===== config.mk =====
export PLATFORM = sky130hd
export DESIGN_NAME = g_writeback_arbiter
export DESIGN_NICKNAME = d
export VERILOG_FILES = /design/src/rtl/g_writeback_arbiter.sv
export SDC_FILE = /design/constraint.sdc
export NUM_CORES = 1
export LEC_CHECK = 0
export CAP_MARGIN = 25
export CORE_MARGIN = 8
export CORE_UTILIZATION = 61
export CTS_CLUSTER_DIAMETER = 30
export DETAILED_ROUTE_END_ITERATION = 6
export PLACE_DENSITY_LB_ADDON = 0.3
export SLEW_MARGIN = 20
export SYNTH_ARGS = -nofsm -noshare
export SYNTH_HDL_FRONTEND = slang
export SYNTH_SLANG_ARGS = --single-unit

===== constraint.sdc =====
create_clock -name clk -period 3.6 [get_ports clk]
set_clock_uncertainty 0.1 [all_clocks]
set_input_delay 0.72 -clock clk [delete_from_list [all_inputs] [get_ports clk]]
set_output_delay 0.72 -clock clk [all_outputs]
set_load 0.02 [all_outputs]

===== src/rtl/g_writeback_arbiter.sv =====
// Write-back arbiter: one FIFO per result source (ALU, load unit) and a round-robin
// arbiter that issues at most one register-file write per cycle.

module g_wb_fifo #(
  parameter int DEPTH = 4,
  parameter int W     = 36
) (
  input  logic         clk,
  input  logic         reset,
  input  logic         push_i,
  input  logic [W-1:0] data_i,
  input  logic         pop_i,
  output logic         ready_o,
  output logic         empty_o,
  output logic [W-1:0] head_o
);
  localparam int            PW       = $clog2(DEPTH);
  localparam int            CW       = PW + 1;
  localparam logic [CW-1:0] FULL_CNT = CW'(DEPTH);

  logic [W-1:0]  mem_q [DEPTH];
  logic [PW-1:0] head_q, head_d;
  logic [PW-1:0] tail_q, tail_d;
  logic [CW-1:0] count_q, count_d;
  logic          push_ok, pop_ok;

  // Ready comes from the registered count only; a same-cycle pop never frees a full FIFO.
  assign ready_o = (count_q != FULL_CNT);
  assign empty_o = (count_q == '0);
  assign head_o  = mem_q[head_q];
  assign push_ok = push_i & ready_o;
  assign pop_ok  = pop_i & ~empty_o;

  always_comb begin
    // NOTE: every next-state signal gets its default first, so no path leaves one unassigned and no latch is inferred.
    head_d  = head_q;
    tail_d  = tail_q;
    count_d = count_q;
    if (push_ok) tail_d = tail_q + PW'(1);
    if (pop_ok)  head_d = head_q + PW'(1);
    if (push_ok && !pop_ok)      count_d = count_q + CW'(1);
    else if (!push_ok && pop_ok) count_d = count_q - CW'(1);
  end

  // Pointers wrap for free because DEPTH is a power of two.
  always_ff @(posedge clk or negedge reset) begin
    // NOTE: sequential state is updated only with non-blocking assignments (<=); combinational logic uses blocking (=).
    if (!reset) begin
      head_q  <= '0;
      tail_q  <= '0;
      count_q <= '0;
    end else begin
      head_q  <= head_d;
      tail_q  <= tail_d;
      count_q <= count_d;
    end
  end

  // NOTE: the storage array is deliberately not reset; clearing count makes stale entries unreachable.
  always_ff @(posedge clk) begin
    if (push_ok) mem_q[tail_q] <= data_i;
  end
endmodule

module g_writeback_arbiter #(
  parameter int DEPTH = 4,
  parameter int W_RD  = 4,
  parameter int W_OPR = 32
) (
  input  logic             clk,
  input  logic             reset,
  input  logic             alu_valid_i,
  input  logic [W_RD-1:0]  alu_rd_i,
  input  logic [W_OPR-1:0] alu_result_i,
  output logic             alu_ready_o,
  input  logic             mem_valid_i,
  input  logic [W_RD-1:0]  mem_rd_i,
  input  logic [W_OPR-1:0] mem_result_i,
  output logic             mem_ready_o,
  output logic             wb_o,
  output logic [W_RD-1:0]  wb_r_o,
  output logic [W_OPR-1:0] result_o,
  output logic             busy_o
);
  localparam int WE = W_RD + W_OPR;

  typedef enum logic {FAV_ALU = 1'b0, FAV_MEM = 1'b1} rr_e;

  rr_e           rr_q, rr_d;
  logic          alu_empty, mem_empty;
  logic          grant_alu, grant_mem, contended;
  logic [WE-1:0] alu_head, mem_head, wb_entry;

  g_wb_fifo #(.DEPTH(DEPTH), .W(WE)) u_alu_fifo (
    .clk     (clk),
    .reset   (reset),
    .push_i  (alu_valid_i),
    .data_i  ({alu_rd_i, alu_result_i}),
    .pop_i   (grant_alu),
    .ready_o (alu_ready_o),
    .empty_o (alu_empty),
    .head_o  (alu_head)
  );

  g_wb_fifo #(.DEPTH(DEPTH), .W(WE)) u_mem_fifo (
    .clk     (clk),
    .reset   (reset),
    .push_i  (mem_valid_i),
    .data_i  ({mem_rd_i, mem_result_i}),
    .pop_i   (grant_mem),
    .ready_o (mem_ready_o),
    .empty_o (mem_empty),
    .head_o  (mem_head)
  );

  assign contended = ~alu_empty & ~mem_empty;

  // The favour pointer only moves when both sources compete, so a lone source never costs the other its turn.
  always_comb begin
    grant_alu = ~alu_empty & (mem_empty | (rr_q == FAV_ALU));
    grant_mem = ~mem_empty & (alu_empty | (rr_q == FAV_MEM));
    rr_d      = rr_q;
    if (contended) rr_d = grant_alu ? FAV_MEM : FAV_ALU;
    wb_entry  = '0;
    if (grant_alu)      wb_entry = alu_head;
    else if (grant_mem) wb_entry = mem_head;
  end

  always_ff @(posedge clk or negedge reset) begin
    if (!reset) rr_q <= FAV_ALU;
    else        rr_q <= rr_d;
  end

  assign wb_o               = grant_alu | grant_mem;
  assign {wb_r_o, result_o} = wb_entry;
  assign busy_o             = ~alu_empty | ~mem_empty;
endmodule


==> flow_summary.yaml, run 1 <==
outcome:
  status: "completed"
worst_hold_path:
  hold_class: "flip-flop to flip-flop"
  worstHoldStart: "u_mem_fifo.count_q[2]$_DFFE_PN0P_"
clocking:
  cts_hold_buf: 0
  clk_latency_ns: 0.53
  clockRootBuffer: "clkbuf_16"
  cts_buffers: 46
  cts.sinks: 303
  clk_pin_slew_ns: 0.05
  clockBufferDepth: 3
  htree_num_levels: 2
  cts_tree: "done"
yosys:
  syn_avg_cell_area_um2: 23.3
  syn_area_um2: 11600
  synth-xor-area-share_pct: 0.977
  yosys.area_share.adder_pct: 1.42
  synthMuxAreaShare_pct: 14.3
  synth_top_family_by_area: "multiplexers"
  synth_cell_type_count: 26
  synth-compound-area-share_pct: 3.19
  syn_nets: 587
  synth_seq_area_share_pct: 77.5
  synthCells: 499
  synthSimpleGateAreaFrac_pct: 1.04
  ys_ff_latch: 303
  ys_warn_count: 0
route:
  top_layer_used: "met5"
  drc: 0
  dr_wl_met2_um: 14000
  drt-total-wl_um: 26900
  wl_met1_um: 10100
  drtIter0Drc: 513
  wl_per_cell_um: 28.8
  via_per_inst: 6.39
  dr.pass1.iters: 5
  met3_wirelength_um: 2070
  ant_nets: 0
  num_vias: 5967
pwr:
  powerDensity_nw_per_um2: 977
  p_leak_nw: 5.34
  ir_drop_v: 0.000661
sta:
  setup_violations: 0
  finalHoldViolCount: 0
  relSlewSlack_pct: 53.2
  tightest_slew_ns: 0.700
  fin_crit_sh_pct: 98.2
  slew_violations: 0
  totalNegativeSetupSlack_ns: 0
  max_freq_mhz: 283
  min_period_ns: 3.54
global_routing:
  grt_overflow_total: 0
  grt_pass1_wl_um: 39200
  antenna_found_initial: 1
  grt_max_degree: 39
  gr-usage-all-layers_pct: 22.3
  grt_pass1_vias: 6517
critical_path:
  crit_arrival_ns: 2.72
  worstPathRequired_ns: 2.78
  startpoint: "u_mem_fifo.count_q[2]$_DFFE_PN0P_"
  critPathMaxFanout: 19
  reg2reg_from: "u_alu_fifo.count_q[2]$_DFFE_PN0P_"
  cp-end-kind: "output pin"
  worstSetupStartpointType: "flip-flop"
  crit_type: "flip-flop to output pin"
job:
  max-cap-violations: 0
layout:
  syn2layout_area_growth_pct: 27.9
  register_area_um2: 9030
  final_nets: 751
  drive_gt1_share_pct: 28.8
  num-fill-cells: 888
  multi_input_area_um2: 2460
  stdcell_count: 934
floorplan:
  initial_core_util_pct: 62.3
  std_cell_rows: 50
  coreArea_um2: 18700
  dieArea_um2: 23800
  die_h_um: 154
  io_pins: 116
  die_w_um: 154
placement:
  place_hpwl_um: 14800
  dp.cells: 844
  port_buffers: 115
  gp_congestion: 0.705
where the power goes:
group | total, W | switching (W) | internal [W]
registers | 0.00508 | 0.000389 | 0.00469
clock network | 0.00433 | 0.00164 | 0.00269
logic | 0.00515 | 0.00268 | 0.00246
path summary, 6_finish.rpt:
kind / to / slack [ns] / cells after the start
worst min-delay path: u_mem_fifo.count_q[2]$_DFFE_PN0P_ / 0.47 / 1
min in group asynchronous: u_mem_fifo.count_q[0]$_DFFE_PN0P_ / 0.51 / 1
worst max-delay path: result_o[23] / 0.06 / 5
worst min register to register: u_mem_fifo.count_q[2]$_DFFE_PN0P_ / 0.47 / 1
worst max register to register: u_alu_fifo.count_q[2]$_DFFE_PN0P_ / 0.52 / 12
max in group asynchronous: u_alu_fifo.head_q[1]$_DFFE_PN0P_ / 2.38 / 1
sequential cells by signal (all words and copies together) (netlist names), 2 cells and up:
signal	count
u_mem_fifo.mem_q	144
u_mem_fifo.count_q	3
u_alu_fifo.head_q	2
u_alu_fifo.tail_q	2
u_mem_fifo.head_q	2
u_mem_fifo.tail_q	2
u_alu_fifo.mem_q	144
u_alu_fifo.count_q	3
Yosys cell counts:
master / count / area [um2]
xnor2_1: 6 / 52.6
dfrtp_1: 15 / 375
nand2_1: 4 / 15.0
inv_2: 1 / 3.75
or3_1: 1 / 6.26
o211a_1: 2 / 20.0
a21boi_1: 2 / 15.0
buf_4: 6 / 45.0
a21oi_1: 1 / 5.00
a21oi_4: 1 / 16.3
buf_2: 6 / 30.0
buf_6: 5 / 56.3
mux4_2: 72 / 1620
buf_1: 1 / 3.75
mux2_2: 4 / 45.0
and2_1: 8 / 50.1
fa_1: 2 / 40.0
xor2_1: 7 / 61.3
or3_4: 1 / 11.3
a22o_1: 36 / 315
clkbuf_1: 5 / 18.8
ha_1: 10 / 125
nor3_2: 2 / 20.0
inv_1: 8 / 30.0
edfxtp_1: 288 / 8650
nor2_1: 5 / 18.8
per-layer routing:
layer | up-vias | global-route usage, %
met1 | 3163 | 28.0
met4 | 2 | 8.17
met5 | - | 0
met2 | 291 | 37.4
met3 | 58 | 5.46
li1 | 2453 | -
worst max-delay path, cell delays in order (launching register included):
cell,delay (ns)
dfrtp_1,0.43
or3_1,0.48
a21oi_4,0.27
buf_12,0.23
a22o_1,0.15
clkdlybuf4s50_1,0.62
layout make-up:
| cell class | count | area share [%] |
|---|---|---|
| Sequential cell | 303 | 60.6 |
| Inverter | 9 | 0.227 |
| Multi-Input combinational cell | 164 | 16.5 |
| Clock buffer | 52 | 8.44 |
| Antenna cell | 1 | 0.0168 |
| Clock inverter | 32 | 1.91 |
| Timing Repair Buffer | 139 | 10.4 |
| Tap cell | 234 | 1.96 |
repair_timing:
action / 4_1_cts / 5_1_grt
setup endpoints to repair: 4 / 33
buffers inserted: 0 / 4
gates cloned: 0 / 1
gates resized for setup: 2 / 28
pin swaps: 0 / 1
metrics by stage:
step	utilization [%]	setup WS [ns]	area [um2]	hold slack, ns	total power [W]
detailed placement	70.7	0.486	13200	0.467	0.0102
CTS	79.0	0.00341	14800	0.476	0.0146
global route	79.7	-0.0121	14900	0.500	0.0151
floorplan	-	1.09	11600	0.324	0.00816
finish	79.7	0.0635	14900	0.473	0.0146
global placement	70.7	0.631	13200	0.434	0.00998
cell families (layout without fill, tap and decap cells):
logic type,Yosys count,in the layout
AO/OA/AOI/OAI,42,42
XOR/XNOR,13,13
buffers and inverters,32,232
flip-flops,303,303
other,0,1
AND/OR/NAND/NOR,21,21
adder cells (fa/ha/maj),12,12
multiplexers,76,76
placed cells by master, fill, tap and decap left out, types with 4 or more instances in the layout:
cell,n
buf_4,13
buf_12,10
edfxtp_1,288
xnor2_1,6
mux4_2,72
ha_1,10
clkbuf_16,50
a22o_1,36
nand2_1,4
mux2_2,4
dfrtp_1,11
clkinv_4,9
xor2_1,7
clkdlybuf4s50_1,85
inv_1,8
nor2_1,5
dfrtp_2,4
clkinvlp_4,7
inv_6,5
and2_2,8
dlymetal6s2s_1,28
clkinv_2,7
Power figures use the tool's default switching activity.
==> run 2: changes to the inputs <==
--- a/config.mk
+++ b/config.mk
@@ -8,2 +8,3 @@
 export CAP_MARGIN = 25
+export CORE_ASPECT_RATIO = 2
 export CORE_MARGIN = 8
@@ -17 +18,2 @@
 export SYNTH_SLANG_ARGS = --single-unit
+export TNS_END_PERCENT = 5
--- a/constraint.sdc
+++ b/constraint.sdc
@@ -4,2 +4,2 @@
 set_output_delay 0.72 -clock clk [all_outputs]
-set_load 0.02 [all_outputs]
+set_load 0.1 [all_outputs]
==> run 2 against run 1 <==
Core utilization decreased by 2.1 points. Die area increased by 1.1%. Register-to-register slack improved by 0.37 ns. Flip-flop and latch count unchanged. Maximum frequency increased by 2.5%. Sequential share of layout area increased by 1.5 points.
==> flow_summary.yaml, run 2 (synthesis gave the netlist of run 1 again) <==
route:
  ant_nets: 0
  drtIter0Drc: 420
  drc: 0
  wl_per_cell_um: 28.1
  dr.pass1.iters: 4
  num_vias: 5703
  drt-total-wl_um: 25900
  via_per_inst: 6.17
critical_path:
  crit_arrival_ns: 2.63
  worstSetupStartpointType: "flip-flop"
  startpoint: "u_alu_fifo.count_q[2]$_DFFE_PN0P_"
  reg2reg_from: "u_alu_fifo.count_q[2]$_DFFE_PN0P_"
  cp-end-kind: "output pin"
  critPathMaxFanout: 14
  worstPathRequired_ns: 2.78
  crit_type: "flip-flop to output pin"
  reg2reg_depth: 7
placement:
  place_hpwl_um: 16600
  pre_cts_slack_ns: 0.572
  place_area_um2: 13600
  port_buffers: 115
  gp_congestion: 0.779
layout:
  num-fill-cells: 945
  drive_gt1_share_pct: 30.9
  final_nets: 733
  register_area_um2: 9030
  reg_top3: "u_alu_fifo.mem_q: 144 flops, u_mem_fifo.mem_q: 144 flops"
  multi_input_area_um2: 2460
  antenna_cells: 0
  layout_commonest_cell: "edfxtp_1"
  layout_common_cells: "edfxtp_1 (288), clkdlybuf4s50_1 (75), mux4_2 (72), buf_12 (40), a22o_1 (36)"
  design_area_um2: 14500
  syn2layout_area_growth_pct: 24.8
sta:
  grt_setup_unrepaired: "false"
  finalHoldViolCount: 0
  tightest_slew_ns: 1.00
  slew_violations: 0
  totalNegativeSetupSlack_ns: 0
  relSlewSlack_pct: 33.3
  setup_ws_ns: 0.149
  max_freq_mhz: 290
  setup_violations: 0
  min_period_ns: 3.45
  whs_ns: 0.427
  fin_crit_sh_pct: 95.9
global_routing:
  antenna_found_initial: 0
  gr-usage-all-layers_pct: 22.2
  grt_pass1_wl_um: 39300
  grt_overflow_total: 0
  grt_max_degree: 38
  grt_pass1_vias: 6255
outcome:
  status: "completed"
floorplan:
  die_h_um: 211
  io_pins: 116
  die_w_um: 114
  initial_core_util_pct: 62.2
  std_cell_rows: 71
  dieArea_um2: 24000
  coreArea_um2: 18700
clocking:
  clockRootBuffer: "clkbuf_16"
  clk_pin_slew_ns: 0.07
  ctsResizeCount: 0
  htree_num_levels: 1
  cts_setup_buffers: 0
  clockBufferDepth: 3
  cts_tree: "done"
  cts.sinks: 303
  cts_buffers: 30
  clk_latency_ns: 0.54
  cts_hold_buf: 0
worst_hold_path:
  worstHoldStart: "u_alu_fifo.head_q[0]$_DFFE_PN0P_"
  hold_class: "flip-flop to flip-flop"
  hold_path_depth: 1
job:
  max-cap-violations: 0
run 2: area by class of cell:
| type | instances | area share, % |
|---|---|---|
| Timing Repair Buffer | 137 | 11.8 |
| Tap cell | 255 | 2.19 |
| Sequential cell | 303 | 62.1 |
| Inverter | 9 | 0.232 |
| Clock inverter | 20 | 0.981 |
| Multi-Input combinational cell | 164 | 16.9 |
| Clock buffer | 36 | 5.76 |
run 2: path summary, 6_finish.rpt:
| path | to | slack, ns |
|---|---|---|
| max | result_o[23] | 0.15 |
| min | u_alu_fifo.head_q[0]$_DFFE_PN0P_ | 0.43 |
| max reg2reg | u_mem_fifo.count_q[1]$_DFFE_PN0P_ | 0.89 |
| min reg2reg | u_alu_fifo.head_q[0]$_DFFE_PN0P_ | 0.43 |
| max in group asynchronous | u_mem_fifo.head_q[1]$_DFFE_PN0P_ | 2.43 |
| min in group asynchronous | u_alu_fifo.count_q[1]$_DFFE_PN0P_ | 0.49 |
run 2: per-stage QoR:
stage | cells | utilization, %
detailed placement | 868 | 72.3
finish | 924 | 77.6
floorplan | 499 | -
global route | 924 | 77.6
global placement | 868 | 72.3
CTS | 924 | 77.6
run 2: critical path, stage by stage (launching register included):
cell and delay, ns:
dfrtp_1 0.44, or3_4 0.43, a21oi_4 0.52, buf_4 0.29
a22o_1 0.22, buf_12 0.19
run 2: layer usage:
metal,GRT usage [%],part of all wire [%],up-vias
li1,-,-,2388
met1,26.9,36,3020
met2,39.8,56,255
met3,3.25,5.3,40
met4,7.54,2.5,0
met5,0,0,-
Power of run 2 is left out: the tool's default activity adds up to more than one toggle a clock period on the data nets, which glitch-free logic cannot reach.
==> run 3: changes to the inputs <==
Settings changed: SYNTH_HIERARCHICAL set to 1.
==> run 3 against run 2 <==
Register-to-register slack lost 0.10 ns. Maximum frequency shrank 0.52%. Die area grew 1.0%. Critical path type unchanged.
==> flow_summary.yaml, run 3 <==
outcome:
  status: "completed"
clocking:
  clockRootBuffer: "clkbuf_16"
  cts_hold_buf: 0
  cts_tree: "done"
  cts.sinks: 303
  cts_buffers: 34
  clk_latency_ns: 0.50
  clk_pin_slew_ns: 0.07
  clockBufferDepth: 3
  htree_num_levels: 2
critical_path:
  worstPathRequired_ns: 2.78
  worstSetupStartpointType: "flip-flop"
  crit_type: "flip-flop to output pin"
  critPathMaxFanout: 18
  cp-end-kind: "output pin"
  crit_arrival_ns: 2.65
sta:
  totalNegativeSetupSlack_ns: 0
  slew_violations: 0
  min_period_ns: 3.47
  tightest_slew_ns: 0.751
  fin_crit_sh_pct: 96.4
  setup_violations: 0
  grt_setup_unrepaired: "false"
  relSlewSlack_pct: 49.8
  max_freq_mhz: 288
  finalHoldViolCount: 0
yosys:
  synthCells: 504
  postSynth.asyncResetShare_pct: 4.95
  netlist_top_cells_count: "edfxtp_1 (288), mux4_2 (72), a32o_1 (36)"
  ys_warn_count: 6
  synth_seq_area_share_pct: 76.6
  synth_cell_type_count: 22
  syn_avg_cell_area_um2: 23.4
  synthTopCellsByArea: "edfxtp_1 (73%), mux4_2 (14%), dfrtp_1 (3.2%)"
  synth_top_area_cell: "edfxtp_1"
  syn_nets: 592
  ys_ff_latch: 303
  syn_area_um2: 11800
  synth_edf_count: 288
  yosysMostFrequentCell: "edfxtp_1"
  ys_dominant_reg_cell: "edfxtp_1"
  synth_top_cell_area_share_pct: 73.4
global_routing:
  grt_overflow_total: 0
  antenna_found_initial: 2
  gr-usage-all-layers_pct: 22.8
  grt_pass1_wl_um: 39400
  grt_pass1_vias: 6343
  grt_max_degree: 33
worst_hold_path:
  hold_class: "flip-flop to flip-flop"
placement:
  gp_congestion: 0.779
  port_buffers: 115
  place_hpwl_um: 16900
floorplan:
  coreArea_um2: 19200
  io_pins: 116
  initial_core_util_pct: 61.4
  die_w_um: 114
  dieArea_um2: 24300
  std_cell_rows: 72
  die_h_um: 213
layout:
  drive_gt1_share_pct: 31.1
  layout_commonest_cell: "edfxtp_1"
  syn2layout_area_growth_pct: 25.6
  layout_common_cells: "edfxtp_1 (288), clkdlybuf4s50_1 (75), mux4_2 (72), buf_12 (43), a32o_1 (36)"
  final_nets: 738
  num-fill-cells: 992
  reg_top3: "u_alu_fifo/mem_q: 144 flops, u_mem_fifo/mem_q: 144 flops"
route:
  drc: 0
  ant_nets: 0
  dr.pass1.iters: 5
  num_vias: 5739
  drt-total-wl_um: 26500
  via_per_inst: 6.14
  wl_per_cell_um: 28.3
  drtIter0Drc: 407
job:
  max-cap-violations: 0
-- run 3: cell type report --
type / count / area [um2] / share of cell area, %
Tap cell: 259 / 324 / 2.19
Clock inverter: 22 / 283 / 1.91
Clock buffer: 39 / 891 / 6.02
Timing Repair Buffer: 137 / 1750 / 11.9
Antenna cell: 1 / 2.50 / 0.0169
Inverter: 9 / 33.8 / 0.228
Multi-Input combinational cell: 165 / 2480 / 16.8
Sequential cell: 303 / 9030 / 61.0
-- run 3: path summary, 6_finish.rpt --
path,startpoint,to,slack (ns),depth (start not counted)
worst max-delay path,u_mem_fifo/count_q[1]$_DFFE_PN0P_,result_o[27],0.13,6
worst max register to register,u_alu_fifo/count_q[1]$_DFFE_PN0P_,u_mem_fifo/count_q[1]$_DFFE_PN0P_,0.79,8
max in group asynchronous,reset,u_alu_fifo/head_q[1]$_DFFE_PN0P_,2.31,1
min in group asynchronous,reset,u_mem_fifo/count_q[2]$_DFFE_PN0P_,0.56,1
worst min register to register,u_mem_fifo/count_q[2]$_DFFE_PN0P_,u_mem_fifo/count_q[2]$_DFFE_PN0P_,0.45,1
worst min-delay path,u_mem_fifo/count_q[2]$_DFFE_PN0P_,u_mem_fifo/count_q[2]$_DFFE_PN0P_,0.45,1
-- run 3: through the flow --
step	std cells	area [um2]	setup WS, ns	util [%]	hold WS [ns]
final	935	14800	0.131	77.1	0.448
after global routing	935	14800	0.0638	77.1	0.460
after CTS	934	14800	0.100	77.1	0.443
after detailed placement	873	13600	0.519	71.0	0.421
after global placement	873	13600	0.575	71.0	0.401
after floorplan	504	11800	0.674	-	0.324
-- run 3: critical path, cell delays in order, from the launching register on --
cell and delay [ns]:
dfrtp_1 0.42, or3_1 0.44, inv_1 0.15, nand2b_2 0.27, buf_4 0.31, a32o_1 0.34, buf_12 0.21
-- run 3: repair_timing --
action	in CTS	in global routing
endpoints found under the setup margin	11	0
setup buffers	0	0
gates resized for setup	1	0
-- run 3: metal layers --
| layer | wire (um) | part of all wire (%) | track usage, % |
|---|---|---|---|
| met3 | 1570 | 5.9 | 4.35 |
| met5 | 0 | 0 | 0 |
| met1 | 8930 | 34 | 24.5 |
| met4 | 1010 | 3.8 | 9.52 |
| met2 | 15000 | 57 | 42.3 |
-- run 3: kinds of logic (layout without fill, tap and decap cells) --
logic type	count (synthesis)	after routing	share of synthesized area, %
compound gates	39	39	3.33
xor+xnor	13	13	0.966
fa+ha+maj	12	12	1.40
buf+inv	36	207	2.52
flops	303	303	76.6
mux	76	76	14.1
other cells	0	1	0
simple gates	25	25	1.07
Power of run 3 is left out for the same reason.
